`src/rtl/mem_bus_arbiter.sv`:
```
// Two-source (I-cache/D-cache) arbiter onto one memory request/response channel.
// Define MEM_ARB_ROUND_ROBIN_EN for round-robin arbitration; default is fixed priority (source 1 wins).
module mem_bus_arbiter #(
    parameter int ADDR_W   = 28,
    parameter int LINE_W   = 128,
    parameter int MAX_OUTS = 4
) (
    input  logic                   clk,
    input  logic                   rst,
    input  logic [1:0]             s_req_valid,
    output logic [1:0]             s_req_ready,
    input  logic [1:0][1:0]        s_req_id,
    input  logic [1:0]             s_req_we,
    input  logic [1:0][ADDR_W-1:0] s_req_addr,
    input  logic [1:0][LINE_W-1:0] s_req_data,
    output logic [1:0]             s_resp_valid,
    input  logic [1:0]             s_resp_ready,
    output logic [1:0][1:0]        s_resp_id,
    output logic [1:0][LINE_W-1:0] s_resp_data,
    output logic                   m_req_valid,
    input  logic                   m_req_ready,
    output logic [2:0]             m_req_id,
    output logic                   m_req_we,
    output logic [ADDR_W-1:0]      m_req_addr,
    output logic [LINE_W-1:0]      m_req_data,
    input  logic                   m_resp_valid,
    output logic                   m_resp_ready,
    input  logic [2:0]             m_resp_id,
    input  logic [LINE_W-1:0]      m_resp_data,
    output logic                   err
);

    typedef enum logic {IDLE = 1'b0, LOCK = 1'b1} state_e;

    state_e          state_q, state_d;
    logic            lock_src_q, lock_src_d;
    logic [1:0][2:0] cnt_q, cnt_d;
    logic            err_q, err_d;
    logic [1:0]      elig, inc, dec;
    logic            gnt_vld, gnt_src, req_hs, resp_hs, resp_src;
`ifdef MEM_ARB_ROUND_ROBIN_EN
    logic            ptr_q, ptr_d;
`endif

    always_comb begin
        gnt_vld = 1'b0;
        gnt_src = 1'b0;
        for (int i = 0; i < 2; i++) begin
            elig[i] = s_req_valid[i] && (cnt_q[i] != 3'(MAX_OUTS));
        end
        if (state_q == LOCK) begin
            gnt_vld = 1'b1;
            gnt_src = lock_src_q;
        end else if (elig == 2'b11) begin
            gnt_vld = 1'b1;
`ifdef MEM_ARB_ROUND_ROBIN_EN
            gnt_src = ptr_q;
`else
            gnt_src = 1'b1;
`endif
        end else if (elig[1]) begin
            gnt_vld = 1'b1;
            gnt_src = 1'b1;
        end else if (elig[0]) begin
            gnt_vld = 1'b1;
        end
        // Everything visible is gated by reset so outputs drop immediately.
        gnt_vld = gnt_vld && rst;
    end

    always_comb begin
        m_req_valid  = gnt_vld && s_req_valid[gnt_src];
        m_req_id     = gnt_vld ? {gnt_src, s_req_id[gnt_src]} : 3'd0;
        m_req_we     = gnt_vld && s_req_we[gnt_src];
        m_req_addr   = gnt_vld ? s_req_addr[gnt_src] : '0;
        m_req_data   = gnt_vld ? s_req_data[gnt_src] : '0;
        s_req_ready  = 2'b00;
        if (gnt_vld) begin
            s_req_ready[gnt_src] = m_req_ready;
        end
        resp_src     = m_resp_id[2];
        m_resp_ready = rst && s_resp_ready[resp_src];
        s_resp_valid = 2'b00;
        s_resp_valid[resp_src] = rst && m_resp_valid;
        for (int i = 0; i < 2; i++) begin
            s_resp_id[i]   = m_resp_id[1:0];
            s_resp_data[i] = m_resp_data;
        end
        req_hs  = m_req_valid && m_req_ready;
        resp_hs = m_resp_valid && m_resp_ready;
        inc = 2'b00;
        dec = 2'b00;
        inc[gnt_src]  = req_hs;
        dec[resp_src] = resp_hs;
    end

    always_comb begin
        state_d    = state_q;
        lock_src_d = lock_src_q;
        cnt_d      = cnt_q;
        err_d      = err_q;
`ifdef MEM_ARB_ROUND_ROBIN_EN
        ptr_d      = ptr_q;
        if (req_hs) begin
            ptr_d = ~gnt_src;
        end
`endif
        case (state_q)
            IDLE: if (gnt_vld && !m_req_ready) begin
                state_d    = LOCK;
                lock_src_d = gnt_src;
            end
            LOCK: if (req_hs) begin
                state_d = IDLE;
            end
            default: state_d = IDLE;
        endcase
        // A response to a source with nothing outstanding is flagged but still delivered.
        for (int i = 0; i < 2; i++) begin
            if (dec[i] && cnt_q[i] == 3'd0) begin
                err_d = 1'b1;
            end
            if (inc[i] && !dec[i]) begin
                cnt_d[i] = cnt_q[i] + 3'd1;
            end else if (dec[i] && !inc[i] && cnt_q[i] != 3'd0) begin
                cnt_d[i] = cnt_q[i] - 3'd1;
            end
        end
    end

    always_ff @(posedge clk or negedge rst) begin
        if (!rst) begin
            state_q    <= IDLE;
            lock_src_q <= 1'b0;
            cnt_q      <= '0;
            err_q      <= 1'b0;
`ifdef MEM_ARB_ROUND_ROBIN_EN
            ptr_q      <= 1'b0;
`endif
        end else begin
            state_q    <= state_d;
            lock_src_q <= lock_src_d;
            cnt_q      <= cnt_d;
            err_q      <= err_d;
`ifdef MEM_ARB_ROUND_ROBIN_EN
            ptr_q      <= ptr_d;
`endif
        end
    end

    assign err = err_q;

endmodule

```
`config.mk`:
```
export PLATFORM = sky130hd
export DESIGN_NAME = mem_bus_arbiter
export DESIGN_NICKNAME = d
export VERILOG_FILES = /design/src/rtl/mem_bus_arbiter.sv
export SDC_FILE = /design/constraint.sdc
export NUM_CORES = 1
export LEC_CHECK = 0
export BUFFER_PORTS_ARGS = -buffer_cell sky130_fd_sc_hd__buf_2
export CORE_AREA = 8 8 340 342
export CTS_CLUSTER_DIAMETER = 200
export DETAILED_ROUTE_END_ITERATION = 16
export DIE_AREA = 0 0 348 350
export GPL_TIMING_DRIVEN = 0
export PLACE_DENSITY = 0.3
export RECOVER_POWER = 100
export SLEW_MARGIN = 5
export SYNTH_ARGS = -nofsm -noshare
export SYNTH_HDL_FRONTEND = slang
export SYNTH_SLANG_ARGS = --single-unit
```
`constraint.sdc`:
```
create_clock -name clk -period 3.45 [get_ports clk]
set_input_delay 0.1725 -clock clk [delete_from_list [all_inputs] [get_ports clk]]
set_output_delay 0.1725 -clock clk [all_outputs]
set_load 0.01 [all_outputs]
```
==> results.json <==
{
  "status": "finished, final reports clean",
  "start_util": 0.0446,
  "postRouteWirelength_um": 72500,
  "final_nets": 2102,
  "worstPathMaxFanout": 10,
  "gp_congestion": 0.910,
  "fmax_ghz": 0.310,
  "grt_antenna_before_repair": 51,
  "finalCriticalPeriod_ns": 3.22,
  "hold_depth": 2,
  "postSynthCellCount": 880,
  "grt_start_max_net_pins": 17,
  "syn_avg_cell_area_um2": 5.58,
  "ys_ff_latch": 9,
  "synth-edff-count": 0,
  "p_sw_frac": 0.658,
  "yosys.area.top_type": "buf_4",
  "cts_buffers": 3,
  "tightest_slew_ns": 0.901,
  "synth_common_cells": "nand2_1, buf_4, a21oi_1, clkbuf_1, buf_2",
  "synth.top_cell.area_share": 0.399,
  "drtIter0Drc": 441,
  "core_area_um2": 110000,
  "grt_pass1_vias": 8920,
  "layout-drive-gt1-share": 0.393,
  "multi_input_area_um2": 2510,
  "syn_to_final_growth_pct": 108,
  "combPwrFrac": 0.906,
  "async_flop_share": 1.00,
  "yosysMostFrequentCell": "nand2_1",
  "r2r_start": "state_q",
  "top_usage_layer": "met2",
  "p_per_area_nw_per_um2": 471,
  "reg2reg_slack_ns": 0.65,
  "wl_per_cell_um": 23.0,
  "syn-num-nets": 1339,
  "drv_cap": 0,
  "pin_count": 884,
  "dr.pass1.iters": 4,
  "vias": 8544,
  "start_kind": "flop",
  "r2r_cells": 8,
  "period_share": 0.935,
  "p_leak_uw": 0.00453,
  "slew_headroom": 0.400,
  "placed_cell_area_um2": 10500,
  "hold_viol_final": 0,
  "clock_tree.buffer_depth": 2,
  "cts_tree": "yes",
  "crit_path_end_kind": "primary output",
  "ff_latch_area_um2": 225,
  "slew_viol_final": 0,
  "use_met3": 0.0616,
  "cts_root_buffer": "clkbuf_16",
  "final_area_um2": 10200,
  "holdPathEnd": "state_q",
  "vias_per_cell": 2.72,
  "final_antenna_net_count": 0,
  "yosys-top-cells-area": "buf_4, nand2_1, a21oi_1, dfrtp_1, clkbuf_1",
  "min_from": "m_req_ready",
  "worstSetupPathType": "flop to primary output",
  "grt_use_met2": 0.193,
  "arrival_ns": 3.05,
  "fp-row-count": 122,
  "power_switching_uw": 3170,
  "die_area_um2": 122000,
  "h-tree-depth": 1,
  "die_h_um": 350,
  "cts_sinks": 9,
  "fin_skew_ns": 0.00112,
  "io_buffers": 753,
  "grt_pass1_wl_um": 89400,
  "clk_pin_slew_worst_paths_ns": 0.04,
  "synth_area_um2": 4910,
  "track_usage": 0.109,
  "fillers": 13400,
  "drcViolationCount": 0,
  "ys_types": 38,
  "grt-ovfl-total": 0,
  "grt_util_met1": 0.117,
  "p_int_uw": 1640,
  "yosysWarnings": 0,
  "ys.flop_type": "dfrtp_1",
  "clkPwrFrac": 0.043,
  "rsz0062_at_grt": "false",
  "die-width_um": 348,
  "r2r-end": "cnt_q[5]",
  "min_path_type": "input port to flop",
  "cp.required_ns": 3.28,
  "ir_drop_mv": 0.269,
  "clk_latency_ns": 0.23,
  "ys_seq_area_frac": 0.0459,
  "seq_power_share": 0.051,
  "post-dp-hpwl_um": 68000,
  "holdWs_ns": 0.229,
  "final-setup-viol-count": 0
}
critical path, cell delays in order, from the launching register on:
cell	delay (ns)
dfrtp_1	0.34
buf_2	0.19
nor4b_4	0.42
or3_1	0.18
buf_4	0.27
buf_4	0.32
clkbuf_1	0.40
nand2_1	0.10
a21oi_1	0.33
clkbuf_1	0.22
layer usage:
| layer | vias to the layer above | part of all wire | routed length [µm] |
|---|---|---|---|
| li1 | 4100 | - | - |
| met1 | 3798 | 0.36 | 26300 |
| met2 | 540 | 0.48 | 35100 |
| met3 | 90 | 0.13 | 9710 |
| met4 | 16 | 0.019 | 1350 |
| met5 | - | 0.0015 | 111 |
layout by cell type (no fill, tap or decap), types with 4 or more instances in the layout:
cell	Yosys	final
clkbuf_1	32	435
buf_2	20	358
nand2_1	330	330
buf_4	261	265
a21oi_1	162	162
nor2_1	17	17
diode_2	0	16
clkbuf_2	0	11
dfrtp_1	9	9
o21ai_0	6	6
or3_1	4	4
cell families after synthesis:
kind of cell / share of synthesized area
xor gates and xnor gates: 0.00357
adders and majority gates: 0.00815
and+or+nand+nor: 0.299
DFF: 0.0459
AOI/OAI and AO/OA: 0.192
buffers and inverters: 0.445
muxes: 0.00662
cell type report:
type / instances / area share
antenna: 16 / 0.00391
buffer: 314 / 0.214
clock buffer: 4 / 0.00771
inverter: 1 / 0.000367
multi-input combinational: 556 / 0.246
sequential: 9 / 0.0220
tap: 1488 / 0.182
timing repair buffer: 758 / 0.324
flip-flops by register name (all words and copies together) (netlist names):
name and flops:
state_q 1, err 1, cnt_q 6, lock_src_q 1
power by group through the flow:
stage	combinational (µW)	clock [µW]	sequential (µW)
2_1_floorplan	2260	0	223
3_3_place_gp	4670	0	247
3_5_place_dp	4630	0	247
4_1_cts	4720	210	250
5_1_grt	4860	220	265
6_report	4360	205	248
worst max-delay path by stage:
| stage | slack, ns | endpoint | from |
|---|---|---|---|
| floorplan | 0.92 | cnt_q[5] | state_q |
| finish | 0.23 | m_req_data[51] | state_q |
| global route | 0.02 | m_req_data[37] | state_q |
| detailed placement | -0.32 | m_req_data[78] | cnt_q[5] |
| CTS | 0.09 | m_req_data[37] | state_q |
| global placement | -0.78 | m_req_data[78] | state_q |
per-stage QoR:
step / setup WS [ns] / instances / TNS (ns) / total power [µW] / util
2_1_floorplan: 0.924 / 880 / 0 / 2480 / -
3_3_place_gp: -0.784 / 3121 / -38.38 / 4910 / 0.0958
3_5_place_dp: -0.322 / 3121 / -3.68 / 4880 / 0.0958
4_1_cts: 0.0884 / 3130 / 0 / 5180 / 0.0972
5_1_grt: 0.0161 / 3134 / 0 / 5340 / 0.0927
6_report: 0.226 / 3146 / 0 / 4810 / 0.0929
what timing repair did:
action,4_1_cts,5_1_grt
hold buffers,1,0
setup endpoints to repair,125,0
buffers inserted,4,0
resized for setup,7,0
endpoints found under the hold margin,9,0
(Power assumes the default switching activity.)
